### config.mk
export PLATFORM = sky130hd
export DESIGN_NAME = pipe_reg_chain_flat
export DESIGN_NICKNAME = d
export VERILOG_FILES = /design/src/rtl/pipe_reg_chain_if.sv /design/src/rtl/pipe_reg_chain.sv /design/src/flat_wrapper.sv
export SDC_FILE = /design/constraint.sdc
export NUM_CORES = 1
export LEC_CHECK = 0
export ABC_AREA = 1
export CORE_ASPECT_RATIO = 1.5
export CORE_UTILIZATION = 47
export CTS_CLUSTER_DIAMETER = 50
export DETAILED_ROUTE_END_ITERATION = 12
export MAX_ROUTING_LAYER = met4
export PLACE_DENSITY = 0.74
export REMOVE_ABC_BUFFERS = 1
export SLEW_MARGIN = 20
export SYNTH_ARGS = -nofsm -noshare
export SYNTH_HDL_FRONTEND = slang
export SYNTH_SLANG_ARGS = --single-unit
### constraint.sdc
create_clock -name clk -period 1.76 [get_ports clk]
set_input_delay 0.352 -clock clk [delete_from_list [all_inputs] [get_ports clk]]
set_output_delay 0.352 -clock clk [all_outputs]
set_load 0.01 [all_outputs]
### src/rtl/pipe_reg_chain_if.sv
// Valid/ready handshake bundle for pipe_reg_chain: upstream (in_*) and downstream (out_*) sides.
interface pipe_reg_chain_if #(
    parameter int unsigned WIDTH = 8
);
    logic             in_valid;
    logic [WIDTH-1:0] in_data;
    logic             in_ready;
    logic             out_valid;
    logic [WIDTH-1:0] out_data;
    logic             out_ready;

    modport master (
        output in_valid, in_data, out_ready,
        input  in_ready, out_valid, out_data
    );

    modport slave (
        input  in_valid, in_data, out_ready,
        output in_ready, out_valid, out_data
    );
endinterface

### src/rtl/pipe_reg_chain.sv
// DEPTH-stage valid/ready register chain with bubble collapse, stall on backpressure,
// synchronous flush and a registered occupancy count.
module pipe_reg_chain #(
    parameter int unsigned WIDTH = 8,
    parameter int unsigned DEPTH = 4,
    parameter int unsigned CNT_W = $clog2(DEPTH + 1)
) (
    input  logic                  clk,
    input  logic                  rst_n,
    input  logic                  flush,
    pipe_reg_chain_if.slave       bus,
    output logic [CNT_W-1:0]      count
);

    logic [DEPTH-1:0] v;
    logic [WIDTH-1:0] d [DEPTH];
    logic [DEPTH-1:0] adv;
    logic             chain;
    logic             acc_in;
    logic             acc_out;

    // A stage may load when it is empty or everything downstream of it moves.
    always_comb begin
        adv   = '0;
        chain = ~v[DEPTH-1] | bus.out_ready;
        adv[DEPTH-1] = chain;
        for (int i = int'(DEPTH) - 2; i >= 0; i--) begin
            chain  = ~v[i] | chain;
            adv[i] = chain;
        end
    end

    assign bus.in_ready  = adv[0] & ~flush & rst_n;
    assign bus.out_valid = v[DEPTH-1];
    assign bus.out_data  = d[DEPTH-1];
    assign acc_in        = bus.in_valid & bus.in_ready;
    assign acc_out       = v[DEPTH-1] & bus.out_ready;

    // Valid bits and occupancy; flush empties the chain but leaves data untouched.
    always_ff @(posedge clk or negedge rst_n) begin
        if (!rst_n) begin
            v     <= '0;
            count <= '0;
        end else if (flush) begin
            v     <= '0;
            count <= '0;
        end else begin
            for (int i = 1; i < int'(DEPTH); i++) begin
                if (adv[i]) v[i] <= v[i-1];
            end
            if (adv[0]) v[0] <= acc_in;
            case ({acc_in, acc_out})
                2'b10:   count <= count + CNT_W'(1);
                2'b01:   count <= count - CNT_W'(1);
                default: count <= count;
            endcase
        end
    end

    // Data moves only alongside a valid word, so empty slots keep stale contents.
    always_ff @(posedge clk or negedge rst_n) begin
        if (!rst_n) begin
            for (int i = 0; i < int'(DEPTH); i++) d[i] <= '0;
        end else if (!flush) begin
            if (adv[0] && acc_in) d[0] <= bus.in_data;
            for (int i = 1; i < int'(DEPTH); i++) begin
                if (adv[i] && v[i-1]) d[i] <= d[i-1];
            end
        end
    end

endmodule

### src/flat_wrapper.sv
// flat-port wrapper written by rule: the top's interface ports become plain ports
module pipe_reg_chain_flat 
#(
    parameter int unsigned WIDTH = 8,
    parameter int unsigned DEPTH = 4,
    parameter int unsigned CNT_W = $clog2(DEPTH + 1)
)
  (clk, rst_n, flush, count, bus_in_valid, bus_in_data, bus_out_ready, bus_in_ready, bus_out_valid, bus_out_data);
  pipe_reg_chain_if #(.WIDTH(WIDTH)) bus_i ();
  input  logic clk;
  input  logic rst_n;
  input  logic flush;
  output logic [CNT_W-1:0] count;
  input wire logic [$bits(bus_i.in_valid)-1:0] bus_in_valid;
  input wire logic [$bits(bus_i.in_data)-1:0] bus_in_data;
  input wire logic [$bits(bus_i.out_ready)-1:0] bus_out_ready;
  output wire logic [$bits(bus_i.in_ready)-1:0] bus_in_ready;
  output wire logic [$bits(bus_i.out_valid)-1:0] bus_out_valid;
  output wire logic [$bits(bus_i.out_data)-1:0] bus_out_data;
  assign bus_i.in_valid = bus_in_valid;
  assign bus_i.in_data = bus_in_data;
  assign bus_i.out_ready = bus_out_ready;
  assign bus_in_ready = bus_i.in_ready;
  assign bus_out_valid = bus_i.out_valid;
  assign bus_out_data = bus_i.out_data;
  pipe_reg_chain #(.WIDTH(WIDTH), .DEPTH(DEPTH), .CNT_W(CNT_W)) u_core (.clk(clk), .rst_n(rst_n), .flush(flush), .bus(bus_i), .count(count));
endmodule
==> flow_metrics.tcl <==
set metrics [dict create \
    max_slew_margin 0.685 \
    p_per_area_mw_per_mm2 1050 \
    comb_power_share 0.201 \
    worstRegToRegCells 12 \
    ys_seq_area_frac 0.582 \
    start_util 0.491 \
    setup_viol 0 \
    clock_path_buffers 2 \
    fmax_ghz 0.579 \
    io_buffers 25 \
    path_clk_slew_ns 0.07 \
    dpl.cell_count 243 \
    seqPwrFrac 0.534 \
    switching_share 0.276 \
    syn_inst 175 \
    syn_area_mm2 0.00168 \
    final_cells 254 \
    hold_path_class "input pin to asynchronous set/reset pin" \
    drt_iter0_drc 36 \
    slowest_delay_ns 0.40 \
    fin_crit_ns 1.73 \
    cts.htree.levels 2 \
    synth-xor-area-share 0.00522 \
    cts_buffers 5 \
    critPathSlowestCell "dfrtp_1" \
    grt_max_degree 40 \
    synth_top_family_by_area "simple AND/OR/NAND/NOR gates" \
    grt_pass1_wl_um 5350 \
    final_common_cell "dfrtp_1" \
    io_pins 26 \
    final_cell_mix "dfrtp_1, nand2_1, clkdlybuf4s50_1, inv_1, nor2_1" \
    slew_violations 0 \
    crit_path_cell_trace "buf_4, nand2_1, inv_2, nand2_4, inv_2, fa_2, xor2_2, inv_1, nand3_1, nand2_1, nand2_1, nand2_1" \
    dieHeight_um 75.2 \
    grt_setup_unrepaired "true" \
    ys_types 23 \
    path_class "flip-flop to flip-flop" \
    wire_per_inst_um 12.0 \
    fin_crit_sh 0.982 \
    gp_congestion 0.880 \
    rows 26 \
    fillerInstances 290 \
    finalHoldViolCount 0 \
    cp_data_arrival_time_ns 1.91 \
    finalNetCount 225 \
    rr_startpoint "u_core.v[3]" \
    leakage_nw 1.04 \
    cts_root_buf "clkbuf_8" \
    synth_adder_area_share 0.0119 \
    avgViaCountPerCell 4.87 \
    grt_pass1_vias 1263 \
    muxShareOfSynthArea 0.00672 \
    fp.coreArea_mm2 0.00342 \
    clock_sinks 39 \
    routed-via-count 1238 \
    synth_warnings 0 \
    power_frac_clock 0.265 \
    drc_errors 0 \
    maxCapViolations 0 \
    worst_setup_path_start_kind "flip-flop" \
    tightest_slew_ns 0.473 \
    skew_ns 0.00507 \
    dr.pass1.iters 4 \
    cp_num_buf_inv 4 \
    gr-total-overflow 0 \
    crit_required_ns 1.94 \
    total_power_mw 2.19 \
    ant_nets 0 \
    hold_buffers 0 \
    ir_drop_uv 696 \
    die_area_mm2 0.00381 \
    antenna_found_initial 0 \
    synthSimpleGateAreaFrac 0.179 \
    area_growth_pct 24.9 \
    grt_use_total 0.202 \
    syn_avg_cell_area_um2 9.58 \
    drt-total-wl_um 3040 \
    cts_tree "done" \
    antenna_cells 0 \
    status "complete, no violations" \
    ys_seq_elements 39 \
    path_common_cell "nand2_1" \
    path_delay_family "flip-flops" \
    timing.rr.end "u_core.count[2]" \
    seqCellArea_um2 976 \
    p_int_mw 1.59 \
    multi_input_area_um2 527 \
    dp_hpwl_um 2160 \
    die_w_um 50.8 \
    synth-compound-area-share 0.104 \
    clk_latency_ns 0.29 \
    drive_gt1_frac 0.203 \
    power_switching_mw 0.604 \
    end_kind "flip-flop" \
    r2r_slack_ns 0.03 \
    worst-path-max-fanout 3 \
]
-- synthesized netlist by cell type --
library cell,number,area share
nand3_1,4,0.012
nand2_1,26,0.058
nand2_2,1,0.0037
inv_1,23,0.051
inv_4,1,0.0037
buf_8,1,0.0090
buf_4,8,0.036
nand2_4,1,0.0067
nand3_4,1,0.010
dfrtp_1,39,0.58
nor2_1,18,0.040
nand3_2,3,0.018
nand4_1,6,0.022
a21oi_2,1,0.0052
nor2_2,2,0.0075
xor2_1,1,0.0052
fa_1,1,0.012
a21oi_1,16,0.048
buf_2,3,0.0090
inv_2,1,0.0022
o21ai_0,16,0.048
mux2_2,1,0.0067
o21ai_1,1,0.0030
-- state kept, by name, indices dropped and copies added, names as in the netlist --
register	cells
u_core.v	4
u_core.d	24
u_core.bus.out_data	8
u_core.count	3
-- cells by family after synthesis --
kind of cell	Yosys count
muxes	1
buffers and inverters	37
and+or+nand+nor	62
xor gates and xnor gates	1
DFF	39
adders and majority gates	1
AOI/OAI and AO/OA	34
-- power groups by stage --
stage | Clock [mW] | Combinational [mW] | Sequential [mW]
2_1_floorplan | 0 | 0.188 | 1.20
3_3_place_gp | 0 | 0.425 | 1.17
3_5_place_dp | 0 | 0.444 | 1.19
4_1_cts | 0.598 | 0.445 | 1.17
5_1_grt | 0.636 | 0.504 | 1.19
6_report | 0.580 | 0.440 | 1.17
-- final cells by class --
type,count,share of cell area
flip-flops and latches,39,0.466
multi-input cells,99,0.251
repair buffers,41,0.171
inverters,25,0.0460
clock buffers,6,0.0346
well taps,42,0.0251
clock inverters,2,0.00597
-- metal layers --
layer / track usage / wire length (um)
met5: - / 0
met2: 0.339 / 1590
met4: 0.111 / 76
met3: 0.0566 / 136
met1: 0.213 / 1240
-- per-stage QoR --
step | hold WS, ns | area [um2] | setup slack (ns) | setup TNS [ns] | util
final | 0.148 | 2090 | 0.0316 | 0 | 0.613
after floorplan | 0.0564 | 1590 | -0.150 | -0.150 | -
after global routing | 0.201 | 2090 | -0.0949 | -0.105 | 0.613
after detailed placement | 0.474 | 1980 | -0.551 | -1.28 | 0.580
after global placement | 0.464 | 1980 | -0.431 | -1.03 | 0.580
after CTS | 0.161 | 2080 | -0.00258 | -0.00258 | 0.610
-- how the worst max path moves through the flow --
stage | to | startpoint | cells after the start
after global routing | u_core.count[2] | u_core.v[2] | 13
final | u_core.count[2] | u_core.v[3] | 12
after global placement | u_core.count[2] | bus_out_ready | 15
after detailed placement | u_core.count[2] | bus_out_ready | 15
after CTS | u_core.count[2] | u_core.v[2] | 13
after floorplan | u_core.count[2] | u_core.v[3] | 13
-- repair_timing --
| item | CTS | global route |
|---|---|---|
| setup buffers | 2 | 1 |
| setup endpoints to repair | 3 | 3 |
| cloned | 0 | 0 |
| gates resized for setup | 7 | 4 |
| pin swaps | 6 | 5 |
(Power assumes the default switching activity.)
